File: config.mk
export PLATFORM = sky130hd
export DESIGN_NAME = sha1_core
export DESIGN_NICKNAME = d
export VERILOG_FILES = /design/src/rtl/sha1_core.sv
export SDC_FILE = /design/constraint.sdc
export NUM_CORES = 2
export LEC_CHECK = 0
export ABC_CLOCK_PERIOD_IN_PS = 11800
export CORE_MARGIN = 2
export CORE_UTILIZATION = 41
export CTS_CLUSTER_DIAMETER = 150
export DETAILED_ROUTE_END_ITERATION = 7
export PLACE_DENSITY = 0.69
export SYNTH_ARGS = -nofsm -noshare
export SYNTH_HDL_FRONTEND = slang
export SYNTH_SLANG_ARGS = --single-unit
File: constraint.sdc
create_clock -name wb_clk_i -period 11.8 [get_ports wb_clk_i]
set_input_delay 2.36 -clock wb_clk_i [delete_from_list [all_inputs] [get_ports wb_clk_i]]
set_output_delay 2.36 -clock wb_clk_i [all_outputs]
set_load 0.02 [all_outputs]
File: src/rtl/sha1_core.sv
// sha1_core: one SHA-1 block compression, one round per clock.
// The macro SHA1_CHAIN_EN adds chain_i so multi-block messages can continue
// from the current H registers. Without it, every block starts from IV.
module sha1_core #(
    parameter logic [159:0] IV = 160'hC3D2E1F0_10325476_98BADCFE_EFCDAB89_67452301
) (
    input  logic         wb_clk_i,
    input  logic         reset,
    input  logic         start,
    input  logic         clear,
`ifdef SHA1_CHAIN_EN
    input  logic         chain_i,
`endif
    input  logic [511:0] message_i,
    output logic [159:0] digest_o,
    output logic         busy,
    output logic         done,
    output logic         panic,
    output logic [6:0]   loop_idx
);
    localparam logic [1:0] IDLE  = 2'd0;
    localparam logic [1:0] ROUND = 2'd1;
    localparam logic [1:0] FINAL = 2'd2;
    localparam logic [1:0] DONE  = 2'd3;

    logic [1:0]        state;
    logic [4:0][31:0]  h;       // h[0] = H0
    logic [15:0][31:0] w;       // w[0] = W[t] of the current round
    logic [31:0]       a, b, c, d, e;

    logic [31:0]       f, k, temp, w_new;
    logic [4:0][31:0]  h_sum, init;
    logic              accept, use_h;

`ifdef SHA1_CHAIN_EN
    // In IDLE the H registers already hold IV, so chain_i alone decides.
    assign use_h = chain_i;
`else
    assign use_h = 1'b0;
`endif

    // clear outranks start; start is only taken when no block is in flight
    assign accept = start && !clear && (state == IDLE || state == DONE);
    assign init   = use_h ? h : IV;

    // Round function, constant, schedule extension and final addition
    always_comb begin
        f = b ^ c ^ d;
        k = 32'hCA62C1D6;
        if (loop_idx < 7'd20) begin
            f = (b & c) | (~b & d);
            k = 32'h5A827999;
        end else if (loop_idx < 7'd40) begin
            k = 32'h6ED9EBA1;
        end else if (loop_idx < 7'd60) begin
            f = (b & c) | (b & d) | (c & d);
            k = 32'h8F1BBCDC;
        end
        temp  = {a[26:0], a[31:27]} + f + e + k + w[0];
        w_new = w[13] ^ w[8] ^ w[2] ^ w[0];
        w_new = {w_new[30:0], w_new[31]};
        h_sum[0] = h[0] + a;
        h_sum[1] = h[1] + b;
        h_sum[2] = h[2] + c;
        h_sum[3] = h[3] + d;
        h_sum[4] = h[4] + e;
    end

    // Control FSM, working variables, schedule window and hash state
    always_ff @(posedge wb_clk_i) begin
        if (reset) begin
            state    <= IDLE;
            h        <= IV;
            w        <= '0;
            {a, b, c, d, e} <= '0;
            digest_o <= '0;
            busy     <= 1'b0;
            done     <= 1'b0;
            panic    <= 1'b0;
            loop_idx <= '0;
        end else if (clear) begin
            state    <= IDLE;
            h        <= IV;
            busy     <= 1'b0;
            done     <= 1'b0;
            panic    <= 1'b0;
            loop_idx <= '0;
        end else begin
            if (start && busy)
                panic <= 1'b1;
            if (accept) begin
                state    <= ROUND;
                h        <= init;
                w        <= message_i;
                a        <= init[0];
                b        <= init[1];
                c        <= init[2];
                d        <= init[3];
                e        <= init[4];
                loop_idx <= '0;
                busy     <= 1'b1;
                done     <= 1'b0;
            end else begin
                case (state)
                    ROUND: begin
                        e <= d;
                        d <= c;
                        c <= {b[1:0], b[31:2]};
                        b <= a;
                        a <= temp;
                        w <= {w_new, w[15:1]};
                        if (loop_idx == 7'd79)
                            state <= FINAL;
                        else
                            loop_idx <= loop_idx + 7'd1;
                    end
                    FINAL: begin
                        h        <= h_sum;
                        digest_o <= h_sum;
                        busy     <= 1'b0;
                        done     <= 1'b1;
                        state    <= DONE;
                    end
                    default: ;
                endcase
            end
        end
    end
endmodule

==> flow_summary.yaml <==
timing:
  skew_ns: 0.0545
  finalMaxSlewViolations: 0
  hold_slack_ns: 0.452
  slew_headroom_pct: 20.9
  finalCriticalPeriod_ns: 6.93
  worst_pin_slew_ns: 1.18
  hold_violations: 0
  period_share_pct: 58.7
  rsz0062_at_grt: "no"
  finalSetupTns_ns: 0
  setup_viol: 0
  max_clock_freq_ghz: 0.144
critical_path:
  crit_fanout: 20
  critPathSlowestCell: "inv_1"
  critPathKind: "reg2reg"
  critPathTopFamily: "compound AO/OA/AOI/OAI gates"
  cp.buffers_inverters: 4
  cp.required_ns: 12.43
  reg2reg_depth: 22
  slowest_delay_ns: 0.67
  rr_endpoint: "a[30]$_SDFFE_PP0P_"
  rrSetupSlack_ns: 4.87
  arrival_ns: 7.56
  startpoint_type: "flop"
  rr_startpoint: "loop_idx[5]$_SDFFE_PP0P_"
  path_cells: "o21ai_0, or3_1, buf_4, inv_1, nor2_2, buf_4, inv_1, nor2_1, nor2_1, fa_1, fa_1, ha_1, a211o_1, a2111oi_0, nand3_1, a311oi_2, o21ai_2, o31ai_4, a21oi_1, a21oi_1, xor2_1, a221oi_1"
  worst_setup_path_end_kind: "flop"
cells_and_area:
  n_fill_cell: 12149
  layout-drive-gt1-share_pct: 4.16
  syn_to_final_growth_pct: 22.3
  nNetsFinal: 7688
  layoutNonFillerInstCount: 8628
power:
  pwr-share-clk_pct: 40.9
  total_power_w: 0.00884
  p_int_w: 0.00625
  power_per_cell_area_nw_per_um2: 139
  p_sw_w: 0.00259
  swShare_pct: 29.3
  worst_ir_drop_vdd_uv: 131
  pwr-share-seq_pct: 42.4
  power_frac_comb_pct: 16.7
  p_leak_nw: 23.8
placement:
  gp_congestion: 0.961
  hpwl_um: 149000
  port_buffers: 685
  dpl.cell_count: 8390
synth:
  synth_seq_cells: 1004
  netlist_instances: 6467
  yosysMostFrequentCell: "nand2_1"
  synth_async_sr_flop_share_pct: 0
  syn_area_per_cell_um2: 8.06
  yosys-top-cells-count: "1,414 x nand2_1, 1,004 x dfxtp_1, 945 x nor2_1"
  syn_nets: 7304
  synth_cell_types: 97
  ys_seq_area_share_pct: 38.6
  netlist_area_um2: 52100
  yosys_warnings: 0
  synth_flop_cell: "dfxtp_1"
  synth.largest_area_cell: "dfxtp_1"
  synth_area_leaders: "dfxtp_1 39%, nand2_1 10%, a311oi_1 8.1%, nor2_1 6.8%, fa_1 4.8%"
  synth_top_area_share_pct: 38.6
  synth-edff-count: 0
floorplanning:
  io_pins: 686
  rows: 130
  die_h_um: 360
  die_area_um2: 130000
  initial_core_util_pct: 41.4
  core_um2: 126000
  die_w_um: 360
clock_tree:
  clk_pin_slew_ns: 0.06
  postCtsHoldBufs: 0
  numCtsBuffers: 109
  clockBufferDepth: 3
  cts_root_buf: "clkbuf_16"
  post_cts_buffers: 0
  clk_latency_ns: 0.75
  cts_num_sinks: 1004
  cts_max_level: 3
  cts_tree: "built"
  cts_resized: 0
worst_hold_path:
  hold_end: "digest_o[122]$_SDFFE_PP0P_"
  worstHoldPathCells: 2
  hold_path_class: "reg2reg"
  hp-start: "digest_o[122]$_SDFFE_PP0P_"
route:
  drcViolationCount: 0
  postRouteAntennaNets: 0
  dr.pass1.iters: 7
  vias: 48917
  drt_iter0_drc: 5141
  viasPerCell: 5.67
  wire_per_inst_um: 23.3
  routed_wirelength_um: 201000
global_routing:
  grt_pass1_vias: 45975
  grt_max_degree: 270
  antenna_found_initial: 48
  grt_pass1_wl_um: 294000
  gr-total-overflow: 0
  grt_usage_pct: 29.8
flow_run:
  maxCapViolCount: 0
status:
  outcome: "complete, no violations"
[flip-flops by register name, summed over array words and instances (netlist names)]
register / count
state: 2
c: 32
d: 32
loop_idx: 7
a: 32
panic: 1
w: 512
b: 32
e: 32
digest_o: 160
busy: 1
h: 160
done: 1
[how the worst max path moves through the flow]
stage,startpoint,slack [ns],to,cells past startpoint
after floorplan,loop_idx[2]$_SDFFE_PP0P_,6.28,a[31]$_SDFFE_PP0P_,25
after global placement,loop_idx[4]$_SDFFE_PP0P_,5.06,a[30]$_SDFFE_PP0P_,22
after detailed placement,loop_idx[5]$_SDFFE_PP0P_,4.95,a[30]$_SDFFE_PP0P_,22
after CTS,loop_idx[5]$_SDFFE_PP0P_,4.88,a[30]$_SDFFE_PP0P_,22
after global routing,loop_idx[4]$_SDFFE_PP0P_,4.32,a[30]$_SDFFE_PP0P_,24
final,loop_idx[5]$_SDFFE_PP0P_,4.87,a[30]$_SDFFE_PP0P_,22
[kinds of logic (layout without fill, tap and decap cells)]
kind of cell | Yosys count | after routing | synth area share, %
compound gates | 1483 | 1483 | 20.5
xor+xnor | 261 | 261 | 4.40
fa+ha+maj | 321 | 321 | 9.51
buf+inv | 685 | 1162 | 4.94
flops | 1004 | 1004 | 38.6
mux | 124 | 124 | 2.41
other cells | 0 | 34 | 0
simple gates | 2589 | 2589 | 19.7
[cells in the final DEF, fill, tap and decap left out, types with 12 or more instances in the layout]
master,n
nor3_1,42
mux2_2,12
and3_1,16
a221o_1,15
a311oi_1,480
a22oi_1,68
clkbuf_16,109
diode_2,34
a21oi_1,327
and2_1,14
dfxtp_1,1004
ha_1,195
nand3_1,44
clkbuf_8,28
o22ai_1,80
buf_4,33
o21a_1,30
clkdlybuf4s50_1,684
xnor2_1,198
a31oi_1,18
a21o_1,93
o21ai_1,12
nand2b_1,22
a211oi_1,32
o211ai_1,41
o21bai_1,22
clkbuf_1,22
fa_1,125
inv_1,228
clkinv_2,20
nand2_1,1411
mux2i_1,112
nand4_1,17
o21ai_0,147
nor2b_1,25
nor2_1,942
a221oi_1,14
xor2_1,62
[power by group through the flow]
stage | clock [W] | combinational (W) | sequential, W
4_1_cts | 0.00365 | 0.00148 | 0.00374
6_report | 0.00361 | 0.00148 | 0.00375
3_3_place_gp | 0 | 0.00146 | 0.00381
2_1_floorplan | 0 | 0.000962 | 0.00371
3_5_place_dp | 0 | 0.00147 | 0.00381
5_1_grt | 0.00379 | 0.00163 | 0.00375
[cell type report]
class | count | area (µm²) | share of cell area [%]
Multi-Input combinational cell | 4778 | 29500 | 46.3
Sequential cell | 1004 | 20100 | 31.5
Timing Repair Buffer | 728 | 7310 | 11.5
Clock buffer | 159 | 3200 | 5.01
Tap cell | 1650 | 2060 | 3.24
Inverter | 230 | 865 | 1.36
Clock inverter | 45 | 612 | 0.960
Antenna cell | 34 | 85.1 | 0.134
[worst register-to-register path, delay by kind of cell (launching register included)]
family,cells,cell delay [ns]
and+or+nand+nor,5,1.08
AOI/OAI and AO/OA,9,2.31
buffers and inverters,4,1.64
DFF,1,0.43
adders and majority gates,3,1.31
xor gates and xnor gates,1,0.08
[layer usage]
metal	part of all wire [%]	up-vias	routed length, µm	track usage (%)
li1	-	23211	-	-
met1	40	23345	81100	37.6
met2	46	1918	92600	48.4
met3	7.5	413	15000	5.43
met4	5.9	30	11700	16.1
met5	0.097	-	194	0
[stage by stage]
step	util [%]	instance area [µm²]	setup WS, ns
6_report	50.6	63700	4.87
5_1_grt	50.6	63700	4.32
4_1_cts	50.5	63600	4.88
3_5_place_dp	47.5	59800	4.95
3_3_place_gp	47.5	59800	5.06
2_1_floorplan	-	52100	6.28
No activity file was read; power rests on OpenSTA's default activity.
